**src/rtl/regfile_port_arbiter_if.sv**
```systemverilog
// Bus bundle between the two requesters (C = core, D = debug/loader), the
// shared register-file access port and the regfile_port_arbiter controller.
interface regfile_port_arbiter_if #(
  parameter int DATA_W = 32,
  parameter int ADDR_W = 5
);
  logic              c_req, c_we, c_ack, c_err;
  logic [ADDR_W-1:0] c_ra1, c_ra2, c_wa;
  logic [DATA_W-1:0] c_wd, c_rd1, c_rd2;

  logic              d_req, d_we, d_ack, d_err;
  logic [ADDR_W-1:0] d_ra1, d_ra2, d_wa;
  logic [DATA_W-1:0] d_wd, d_rd1, d_rd2;

  logic              busy;

  logic              rf_en, rf_reg_write, rf_done;
  logic [ADDR_W-1:0] rf_read_reg1, rf_read_reg2, rf_write_reg;
  logic [DATA_W-1:0] rf_write_data, rf_read_data1, rf_read_data2;

  // Arbiter side.
  modport slave (
    input  c_req, c_we, c_ra1, c_ra2, c_wa, c_wd,
    input  d_req, d_we, d_ra1, d_ra2, d_wa, d_wd,
    input  rf_read_data1, rf_read_data2, rf_done,
    output c_ack, c_rd1, c_rd2, c_err,
    output d_ack, d_rd1, d_rd2, d_err,
    output busy,
    output rf_en, rf_reg_write, rf_read_reg1, rf_read_reg2, rf_write_reg, rf_write_data
  );

  // Requester / register-file side.
  modport master (
    output c_req, c_we, c_ra1, c_ra2, c_wa, c_wd,
    output d_req, d_we, d_ra1, d_ra2, d_wa, d_wd,
    output rf_read_data1, rf_read_data2, rf_done,
    input  c_ack, c_rd1, c_rd2, c_err,
    input  d_ack, d_rd1, d_rd2, d_err,
    input  busy,
    input  rf_en, rf_reg_write, rf_read_reg1, rf_read_reg2, rf_write_reg, rf_write_data
  );
endinterface

```
**src/rtl/regfile_port_arbiter.sv**
```systemverilog
// Round-robin arbiter sharing one enable-gated register-file port between C and D.
// Optional WAIT-state timeout enabled by defining RF_ARB_TIMEOUT_EN.
//
// state   | meaning
// --------+--------------------------------------------------------------
// S_IDLE  | sample c_req/d_req, grant and latch the winner's command
// S_ISSUE | rf_en high for this single cycle
// S_WAIT  | hold rf_* fields, wait for rf_done (or timeout)
// S_RESP  | winner's ack high for one cycle
module regfile_port_arbiter #(
  parameter int DATA_W  = 32,
  parameter int ADDR_W  = 5,
  parameter int TIMEOUT = 15
) (
  input  logic                   clk,
  input  logic                   rst_n,
  regfile_port_arbiter_if.slave  bus
);

  localparam logic [1:0] S_IDLE  = 2'd0;
  localparam logic [1:0] S_ISSUE = 2'd1;
  localparam logic [1:0] S_WAIT  = 2'd2;
  localparam logic [1:0] S_RESP  = 2'd3;

  if (TIMEOUT < 1) begin : g_bad_timeout
    $error("regfile_port_arbiter: TIMEOUT must be at least 1");
  end

  logic [1:0]        state_q, state_d;
  logic              last_q, last_d;   // 1 = D was granted last
  logic              win_q, win_d;     // 1 = D owns the current access
  logic              we_q, we_d;
  logic [ADDR_W-1:0] ra1_q, ra1_d, ra2_q, ra2_d, wa_q, wa_d;
  logic [DATA_W-1:0] wd_q, wd_d;
  logic              rf_en_q, rf_en_d;
  logic              busy_q, busy_d;
  logic              c_ack_q, c_ack_d, d_ack_q, d_ack_d;
  logic              c_err_q, c_err_d, d_err_q, d_err_d;
  logic [DATA_W-1:0] c_rd1_q, c_rd1_d, c_rd2_q, c_rd2_d;
  logic [DATA_W-1:0] d_rd1_q, d_rd1_d, d_rd2_q, d_rd2_d;
  logic              timed_out;
  logic              grant_d;

`ifdef RF_ARB_TIMEOUT_EN
  localparam int TMR_W = ($clog2(TIMEOUT + 1) > 4) ? $clog2(TIMEOUT + 1) : 4;
  localparam logic [TMR_W-1:0] TMR_LOAD = TMR_W'(TIMEOUT - 1);

  logic [TMR_W-1:0] tmr_q, tmr_d;

  // Down-counter loaded on WAIT entry; terminal count ends the TIMEOUT-th WAIT cycle.
  always_comb begin
    tmr_d = tmr_q;
    if (state_q == S_ISSUE) begin
      tmr_d = TMR_LOAD;
    end else if (state_q == S_WAIT && tmr_q != '0) begin
      tmr_d = tmr_q - 1'b1;
    end
  end

  assign timed_out = (state_q == S_WAIT) && !bus.rf_done && (tmr_q == '0);

  always_ff @(posedge clk or negedge rst_n) begin
    if (!rst_n) tmr_q <= '0;
    else        tmr_q <= tmr_d;
  end
`else
  assign timed_out = 1'b0;
`endif

  always_comb begin
    state_d = state_q;
    last_d  = last_q;
    win_d   = win_q;
    we_d    = we_q;
    ra1_d   = ra1_q;
    ra2_d   = ra2_q;
    wa_d    = wa_q;
    wd_d    = wd_q;
    rf_en_d = 1'b0;
    c_ack_d = 1'b0;
    d_ack_d = 1'b0;
    c_err_d = 1'b0;
    d_err_d = 1'b0;
    c_rd1_d = c_rd1_q;
    c_rd2_d = c_rd2_q;
    d_rd1_d = d_rd1_q;
    d_rd2_d = d_rd2_q;
    grant_d = (bus.c_req && bus.d_req) ? ~last_q : bus.d_req;

    case (state_q)
      S_IDLE: begin
        if (bus.c_req || bus.d_req) begin
          win_d   = grant_d;
          last_d  = grant_d;
          we_d    = grant_d ? bus.d_we  : bus.c_we;
          ra1_d   = grant_d ? bus.d_ra1 : bus.c_ra1;
          ra2_d   = grant_d ? bus.d_ra2 : bus.c_ra2;
          wa_d    = grant_d ? bus.d_wa  : bus.c_wa;
          wd_d    = grant_d ? bus.d_wd  : bus.c_wd;
          rf_en_d = 1'b1;
          state_d = S_ISSUE;
        end
      end
      S_ISSUE: state_d = S_WAIT;
      S_WAIT: begin
        // rf_done may be left high from an earlier access; only WAIT looks at it.
        if (bus.rf_done || timed_out) begin
          state_d = S_RESP;
          if (win_q) begin
            d_ack_d = 1'b1;
            d_err_d = timed_out;
            d_rd1_d = timed_out ? '0 : bus.rf_read_data1;
            d_rd2_d = timed_out ? '0 : bus.rf_read_data2;
          end else begin
            c_ack_d = 1'b1;
            c_err_d = timed_out;
            c_rd1_d = timed_out ? '0 : bus.rf_read_data1;
            c_rd2_d = timed_out ? '0 : bus.rf_read_data2;
          end
        end
      end
      default: state_d = S_IDLE;
    endcase

    busy_d = (state_d != S_IDLE);
  end

  always_ff @(posedge clk or negedge rst_n) begin
    if (!rst_n) begin
      state_q <= S_IDLE;
      last_q  <= 1'b1;
      win_q   <= 1'b0;
      we_q    <= 1'b0;
      ra1_q   <= '0;
      ra2_q   <= '0;
      wa_q    <= '0;
      wd_q    <= '0;
      rf_en_q <= 1'b0;
      busy_q  <= 1'b0;
      c_ack_q <= 1'b0;
      d_ack_q <= 1'b0;
      c_err_q <= 1'b0;
      d_err_q <= 1'b0;
      c_rd1_q <= '0;
      c_rd2_q <= '0;
      d_rd1_q <= '0;
      d_rd2_q <= '0;
    end else begin
      state_q <= state_d;
      last_q  <= last_d;
      win_q   <= win_d;
      we_q    <= we_d;
      ra1_q   <= ra1_d;
      ra2_q   <= ra2_d;
      wa_q    <= wa_d;
      wd_q    <= wd_d;
      rf_en_q <= rf_en_d;
      busy_q  <= busy_d;
      c_ack_q <= c_ack_d;
      d_ack_q <= d_ack_d;
      c_err_q <= c_err_d;
      d_err_q <= d_err_d;
      c_rd1_q <= c_rd1_d;
      c_rd2_q <= c_rd2_d;
      d_rd1_q <= d_rd1_d;
      d_rd2_q <= d_rd2_d;
    end
  end

  assign bus.rf_en         = rf_en_q;
  assign bus.rf_reg_write  = we_q;
  assign bus.rf_read_reg1  = ra1_q;
  assign bus.rf_read_reg2  = ra2_q;
  assign bus.rf_write_reg  = wa_q;
  assign bus.rf_write_data = wd_q;
  assign bus.busy          = busy_q;
  assign bus.c_ack         = c_ack_q;
  assign bus.d_ack         = d_ack_q;
  assign bus.c_err         = c_err_q;
  assign bus.d_err         = d_err_q;
  assign bus.c_rd1         = c_rd1_q;
  assign bus.c_rd2         = c_rd2_q;
  assign bus.d_rd1         = d_rd1_q;
  assign bus.d_rd2         = d_rd2_q;

endmodule
```
**src/flat_wrapper.sv**
```systemverilog
// flat-port wrapper written by rule: the top's interface ports become plain ports
module regfile_port_arbiter_flat 
#(
  parameter int DATA_W  = 32,
  parameter int ADDR_W  = 5,
  parameter int TIMEOUT = 15
)
  (clk, rst_n, bus_c_req, bus_c_we, bus_c_ra1, bus_c_ra2, bus_c_wa, bus_c_wd, bus_d_req, bus_d_we, bus_d_ra1, bus_d_ra2, bus_d_wa, bus_d_wd, bus_rf_read_data1, bus_rf_read_data2, bus_rf_done, bus_c_ack, bus_c_rd1, bus_c_rd2, bus_c_err, bus_d_ack, bus_d_rd1, bus_d_rd2, bus_d_err, bus_busy, bus_rf_en, bus_rf_reg_write, bus_rf_read_reg1, bus_rf_read_reg2, bus_rf_write_reg, bus_rf_write_data);
  regfile_port_arbiter_if #(.DATA_W(DATA_W), .ADDR_W(ADDR_W)) bus_i ();
  input  logic clk;
  input  logic rst_n;
  input wire logic [$bits(bus_i.c_req)-1:0] bus_c_req;
  input wire logic [$bits(bus_i.c_we)-1:0] bus_c_we;
  input wire logic [$bits(bus_i.c_ra1)-1:0] bus_c_ra1;
  input wire logic [$bits(bus_i.c_ra2)-1:0] bus_c_ra2;
  input wire logic [$bits(bus_i.c_wa)-1:0] bus_c_wa;
  input wire logic [$bits(bus_i.c_wd)-1:0] bus_c_wd;
  input wire logic [$bits(bus_i.d_req)-1:0] bus_d_req;
  input wire logic [$bits(bus_i.d_we)-1:0] bus_d_we;
  input wire logic [$bits(bus_i.d_ra1)-1:0] bus_d_ra1;
  input wire logic [$bits(bus_i.d_ra2)-1:0] bus_d_ra2;
  input wire logic [$bits(bus_i.d_wa)-1:0] bus_d_wa;
  input wire logic [$bits(bus_i.d_wd)-1:0] bus_d_wd;
  input wire logic [$bits(bus_i.rf_read_data1)-1:0] bus_rf_read_data1;
  input wire logic [$bits(bus_i.rf_read_data2)-1:0] bus_rf_read_data2;
  input wire logic [$bits(bus_i.rf_done)-1:0] bus_rf_done;
  output wire logic [$bits(bus_i.c_ack)-1:0] bus_c_ack;
  output wire logic [$bits(bus_i.c_rd1)-1:0] bus_c_rd1;
  output wire logic [$bits(bus_i.c_rd2)-1:0] bus_c_rd2;
  output wire logic [$bits(bus_i.c_err)-1:0] bus_c_err;
  output wire logic [$bits(bus_i.d_ack)-1:0] bus_d_ack;
  output wire logic [$bits(bus_i.d_rd1)-1:0] bus_d_rd1;
  output wire logic [$bits(bus_i.d_rd2)-1:0] bus_d_rd2;
  output wire logic [$bits(bus_i.d_err)-1:0] bus_d_err;
  output wire logic [$bits(bus_i.busy)-1:0] bus_busy;
  output wire logic [$bits(bus_i.rf_en)-1:0] bus_rf_en;
  output wire logic [$bits(bus_i.rf_reg_write)-1:0] bus_rf_reg_write;
  output wire logic [$bits(bus_i.rf_read_reg1)-1:0] bus_rf_read_reg1;
  output wire logic [$bits(bus_i.rf_read_reg2)-1:0] bus_rf_read_reg2;
  output wire logic [$bits(bus_i.rf_write_reg)-1:0] bus_rf_write_reg;
  output wire logic [$bits(bus_i.rf_write_data)-1:0] bus_rf_write_data;
  assign bus_i.c_req = bus_c_req;
  assign bus_i.c_we = bus_c_we;
  assign bus_i.c_ra1 = bus_c_ra1;
  assign bus_i.c_ra2 = bus_c_ra2;
  assign bus_i.c_wa = bus_c_wa;
  assign bus_i.c_wd = bus_c_wd;
  assign bus_i.d_req = bus_d_req;
  assign bus_i.d_we = bus_d_we;
  assign bus_i.d_ra1 = bus_d_ra1;
  assign bus_i.d_ra2 = bus_d_ra2;
  assign bus_i.d_wa = bus_d_wa;
  assign bus_i.d_wd = bus_d_wd;
  assign bus_i.rf_read_data1 = bus_rf_read_data1;
  assign bus_i.rf_read_data2 = bus_rf_read_data2;
  assign bus_i.rf_done = bus_rf_done;
  assign bus_c_ack = bus_i.c_ack;
  assign bus_c_rd1 = bus_i.c_rd1;
  assign bus_c_rd2 = bus_i.c_rd2;
  assign bus_c_err = bus_i.c_err;
  assign bus_d_ack = bus_i.d_ack;
  assign bus_d_rd1 = bus_i.d_rd1;
  assign bus_d_rd2 = bus_i.d_rd2;
  assign bus_d_err = bus_i.d_err;
  assign bus_busy = bus_i.busy;
  assign bus_rf_en = bus_i.rf_en;
  assign bus_rf_reg_write = bus_i.rf_reg_write;
  assign bus_rf_read_reg1 = bus_i.rf_read_reg1;
  assign bus_rf_read_reg2 = bus_i.rf_read_reg2;
  assign bus_rf_write_reg = bus_i.rf_write_reg;
  assign bus_rf_write_data = bus_i.rf_write_data;
  regfile_port_arbiter #(.DATA_W(DATA_W), .ADDR_W(ADDR_W), .TIMEOUT(TIMEOUT)) u_core (.clk(clk), .rst_n(rst_n), .bus(bus_i));
endmodule
```
**config.mk**
```make
export PLATFORM = sky130hd
export DESIGN_NAME = regfile_port_arbiter_flat
export DESIGN_NICKNAME = d
export VERILOG_FILES = /design/src/rtl/regfile_port_arbiter_if.sv /design/src/rtl/regfile_port_arbiter.sv /design/src/flat_wrapper.sv
export SDC_FILE = /design/constraint.sdc
export NUM_CORES = 1
export LEC_CHECK = 0
export CORE_MARGIN = 5
export CORE_UTILIZATION = 41
export CTS_CLUSTER_SIZE = 14
export DETAILED_ROUTE_END_ITERATION = 8
export PLACE_DENSITY = 0.8
export SLEW_MARGIN = 15
export SYNTH_ARGS = -nofsm -noshare
export SYNTH_HDL_FRONTEND = slang
export SYNTH_SLANG_ARGS = --single-unit
```
**constraint.sdc**
```tcl
create_clock -name clk -period 2 [get_ports clk]
set_input_delay 0.4 -clock clk [delete_from_list [all_inputs] [get_ports clk]]
set_output_delay 0.4 -clock clk [all_outputs]
set_load 0.005 [all_outputs]
```
Word level (Yosys, flattened, before mapping) --
Cells that the tools add are included. W data, S select, Z words.
Storage, ports and cells: register bits 184, input bits 165, output and inout port bits 182, logic and storage cells 44
Operators by class: eq/ne operators 2, muxes and demuxes 17, bitwise gates (word level) 2, reductions and logical operators 7
Operator list (count):
- $mux W32 | 1
- $mux W5 | 3
- $mux W1 | 10
- $pmux W2 S3 | 1
- $reduce_and A3 Y1 | 2
- $mux W2 | 2
- $eq A2 B1 Y1 const B | 1
- $eq A2 B2 Y1 const B | 1
- $logic_not A2 Y1 | 1
- $not A1 Y1 | 2
- $reduce_and A2 Y1 | 1
- $reduce_bool A2 Y1 | 1
- $logic_and A1 B1 Y1 | 1
- $logic_or A1 B1 Y1 | 1

Logic depth before layout (Yosys ltp) --
Gate-level depths: netlist (run 1).
depth after elaboration 4, depth in mapped cells 7, gate-level depth less buffers 6

Worst setup path before layout (run 1) --
No wires, ideal clock.
path kind flip-flop to flip-flop, from reg u_core.state_q[0], to reg u_core.d_rd1_q[31] (netlist: u_core.bus.d_rd1[31]), setup time 0.125 ns, arrival time 1.496 ns, slack 0.379 ns, cell stages (with the launch flop) 7, path buffers 2, cell sequence dfrtp_1 inv_1 ha_1 nand3_1 buf_2 buf_2 mux2_2
On the way: longest elaborated chain between the ends 2
Ends and longest elaborated chain:
- start, declared | RTL line regfile_port_arbiter.sv:29 | logic [1:0] state_q, state_d;
- start signal, assigned | RTL line regfile_port_arbiter.sv:149 | state_q <= state_d;
- $eq A2 B2 Y1 | RTL line regfile_port_arbiter.sv:90 | case (state_q)
- $reduce_and A3 Y1 (no line)
- end signal, assigned | RTL line regfile_port_arbiter.sv:165 | d_rd1_q <= d_rd1_d;
- end, declared | RTL line regfile_port_arbiter.sv:40 | logic [DATA_W-1:0] d_rd1_q, d_rd1_d, d_rd2_q, d_rd2_d;
Every way passes these cells. A chain may end at the register's enable or synchronous reset.

Worst setup path after layout (run 1) --
from reg u_core.wd_q[13] (netlist: u_core.bus.rf_write_data[13]), to out bus_rf_write_data[13]
RTL lines:
- start, declared | RTL line regfile_port_arbiter.sv:34 | logic [DATA_W-1:0] wd_q, wd_d;
- start signal, assigned | RTL line regfile_port_arbiter.sv:156 | wd_q <= wd_d;
- end, declared | RTL line flat_wrapper.sv:41 | output wire logic [$bits(bus_i.rf_write_data)-1:0] bus_rf_write_data;
No word-level cell between the ends.

==> results of run 1 <==
## final timing paths
path | end | start | cells after the start
worst max-delay path | bus_rf_write_data[13] | u_core.bus.rf_write_data[13] | 1
worst min-delay path | u_core.bus.d_rd1[29] | rst_n | 2
worst max register to register | u_core.bus.c_rd2[29] | u_core.state_q[0] | 5
worst min register to register | u_core.bus.rf_write_data[10] | u_core.bus.rf_write_data[10] | 2
max in group asynchronous | u_core.last_q | rst_n | 3
min in group clk | u_core.bus.rf_write_data[10] | u_core.bus.rf_write_data[10] | 2
## Yosys cell counts (all sizes together)
library cell  number  area share
dfstp              1      0.0036
nand2             49       0.025
conb               1     0.00052
a21o               1      0.0010
nand3b             1      0.0010
dfrtp            183        0.63
nand3              1     0.00069
nor2b              1     0.00086
mux2             128        0.20
inv                6      0.0031
clkbuf             8      0.0041
a31oi              1     0.00086
a21bo              1      0.0014
mux2i             48       0.066
ha                 3      0.0052
a21oi              3      0.0021
buf               23       0.020
o21ai             51       0.036
nor2               1     0.00052
## metrics by stage
| stage | total power [mW] | util |
|---|---|---|
| after floorplan | 9.31 | - |
| after global placement | 14.2 | 0.638 |
| after detailed placement | 14.4 | 0.638 |
| after CTS | 17.9 | 0.674 |
| after global routing | 18.8 | 0.674 |
| final | 17.6 | 0.674 |
## cell families (layout without fill, tap and decap cells)
group	count (synthesis)	in the layout
buffers and inverters	37	398
flip-flops	184	184
AO/OA/AOI/OAI	57	57
multiplexers	176	176
adder cells (fa/ha/maj)	3	3
other	1	2
AND/OR/NAND/NOR	53	53
## cell usage in the layout (no fill, tap or decap)
master and instances:
dfrtp_1 183, buf_6 1, conb_1 2, nor2_1 1, a21o_1 1, buf_12 10
nand2_1 49, clkdlybuf4s50_1 343, a21oi_1 3, buf_4 5, nand3b_1 1, ha_1 3
o21ai_1 9, mux2_2 128, mux2i_1 48, clkinv_4 2, dfstp_2 1, bufinv_16 2
clkinv_8 2, inv_1 5, o21ai_4 1, dlygate4sd3_1 1, nor2b_1 1, clkbuf_1 1
nand3_1 1, inv_2 1, inv_8 1, inv_6 6, clkinvlp_4 1, o21ai_0 41
a31oi_1 1, a21bo_2 1, clkbuf_16 17
## where the power goes
| group | switching, mW | leakage (nW) | internal [mW] | total (mW) |
|---|---|---|---|---|
| registers | 0.956 | 2.22 | 5.60 | 6.56 |
| logic | 2.62 | 2.62 | 5.02 | 7.64 |
| clock network | 1.53 | 0.294 | 1.90 | 3.43 |
| total | 5.10 | 5.14 | 12.5 | 17.6 |
## layout make-up
class / count / area [sq um] / area share
sequential: 184 / 4610 / 0.394
timing repair buffer: 360 / 3690 / 0.316
multi-input combinational: 291 / 2480 / 0.212
clock buffer: 18 / 429 / 0.0367
tap: 225 / 282 / 0.0241
clock inverter: 14 / 181 / 0.0155
inverter: 6 / 22.5 / 0.00193
## routing by layer
| layer | vias to the layer above | share of wire | GRT usage |
|---|---|---|---|
| li1 | 2487 | - | - |
| met1 | 2542 | 0.37 | 0.219 |
| met2 | 225 | 0.52 | 0.345 |
| met3 | 30 | 0.090 | 0.0610 |
| met4 | 0 | 0.020 | 0.0650 |
| met5 | - | 0 | 0 |
## repair_timing
action | in CTS | in global routing
gates resized for setup | 0 | 0
hold endpoints to repair | 13 | 0
hold buffers | 1 | 0
==> qor.yml, run 1 <==
pwr:
  peakVddDrop_uv: 784
  powerDensity_mw_per_mm2: 1510
  leakage_nw: 5.14
worst_setup_path:
  cpLargestDelayFamily: "buffers and inverters"
  crit_path_max_fanout: 2
  worstPathArrival_ps: 1350
  criticalPathCategory: "reg2out"
  r2r_setup_slack_ps: 320
  crit_buf_inv: 1
  cp-end-kind: "output port"
  worstPathRequired_ps: 1600
  critPathMaxStageDelay_ps: 530
  startpoint_type: "flop"
  path_cells: "clkdlybuf4s50_1"
  cpMaxStageDelayCell: "clkdlybuf4s50_1"
drt:
  wl_per_cell_microns: 18.1
  first_pass_iters: 4
  num_vias: 5284
  drt_iter0_markers: 113
  vias_per_cell: 4.81
  drt-total-wl_microns: 19800
  drtAntennaViolNets: 0
  drc: 0
finish:
  diodes: 0
  final_area_sq_mm: 0.0117
  fillers: 1319
  instances_no_fill: 1098
  drive_above_1_share: 0.205
  syn_to_final_growth_pct: 60.8
  nNetsFinal: 1028
floorplanning:
  io_pins: 347
  die_y_microns: 143
  die-width_microns: 143
  initial_core_util: 0.419
  die-area_sq_mm: 0.0205
  rows: 48
  core_sq_mm: 0.0174
place:
  place_area_sq_mm: 0.0111
  pre_cts_slack_ps: 85.3
  dp_hpwl_microns: 15500
  place.gp.congestion: 0.782
  numPlacedInstances: 1065
  port_buffers: 344
global_route:
  grt_pass1_vias: 5620
  antenna_found_initial: 0
  grt_overflow: 0
  track_usage: 0.194
  grt_max_degree: 72
  grt_pass1_wl_microns: 30600
synth:
  ys_warn_count: 0
  synthMuxAreaShare: 0.264
  syn_inst: 511
  yosys.area_share.xor_xnor: 0
  synth_top_family_by_area: "multiplexers"
  synth-compound-area-share: 0.0409
  seq_area_frac_synth: 0.633
  synthSimpleGateAreaFrac: 0.0284
  yosys_register_bits: 184
  ys_types: 24
  synthAdderAreaFrac: 0.00516
  syn_avg_cell_area_sq_um: 14.2
  netlist_area_sq_mm: 0.00727
clock_network:
  worstSkewPairLatency_ps: 420
  cts_setup_buffers: 0
  clkTransAtPathRegs_ps: 70
  htreeDepth: 4
  clockBufferDepth: 2
  cts_sinks: 184
  cts_tree: "done"
  numCtsBuffers: 17
  cts-root-buf: "clkbuf_16"
timing:
  finalCriticalPeriod_ps: 1750
  setup_slack_ps: 246
  setup_viol: 0
  holdWs_ps: 373
  finalHoldViolCount: 0
  grt_setup_unrepaired: "no"
  finalCritPeriodShare: 0.877
  drv_slew: 0
  clock_skew_ps: 13.4
  finalSetupTns_ps: 0
  max_freq_ghz: 0.570
outcome:
  outcome: "finished clean"
run:
  maxCapViolations: 0
hold_path:
  hp-class: "in2async"
(Power assumes the default switching activity.)
==> inputs of run 2 (changes only) <==
--- a/config.mk
+++ b/config.mk
@@ -10,7 +10,9 @@
 export CTS_CLUSTER_SIZE = 14
 export DETAILED_ROUTE_END_ITERATION = 8
 export PLACE_DENSITY = 0.8
+export SETUP_SLACK_MARGIN = 0.15
 export SLEW_MARGIN = 15
 export SYNTH_ARGS = -nofsm -noshare
 export SYNTH_HDL_FRONTEND = slang
 export SYNTH_SLANG_ARGS = --single-unit
+export TNS_END_PERCENT = 20
==> results of run 2 <==
Final layout, timing and power as in run 1 (identical DEF).
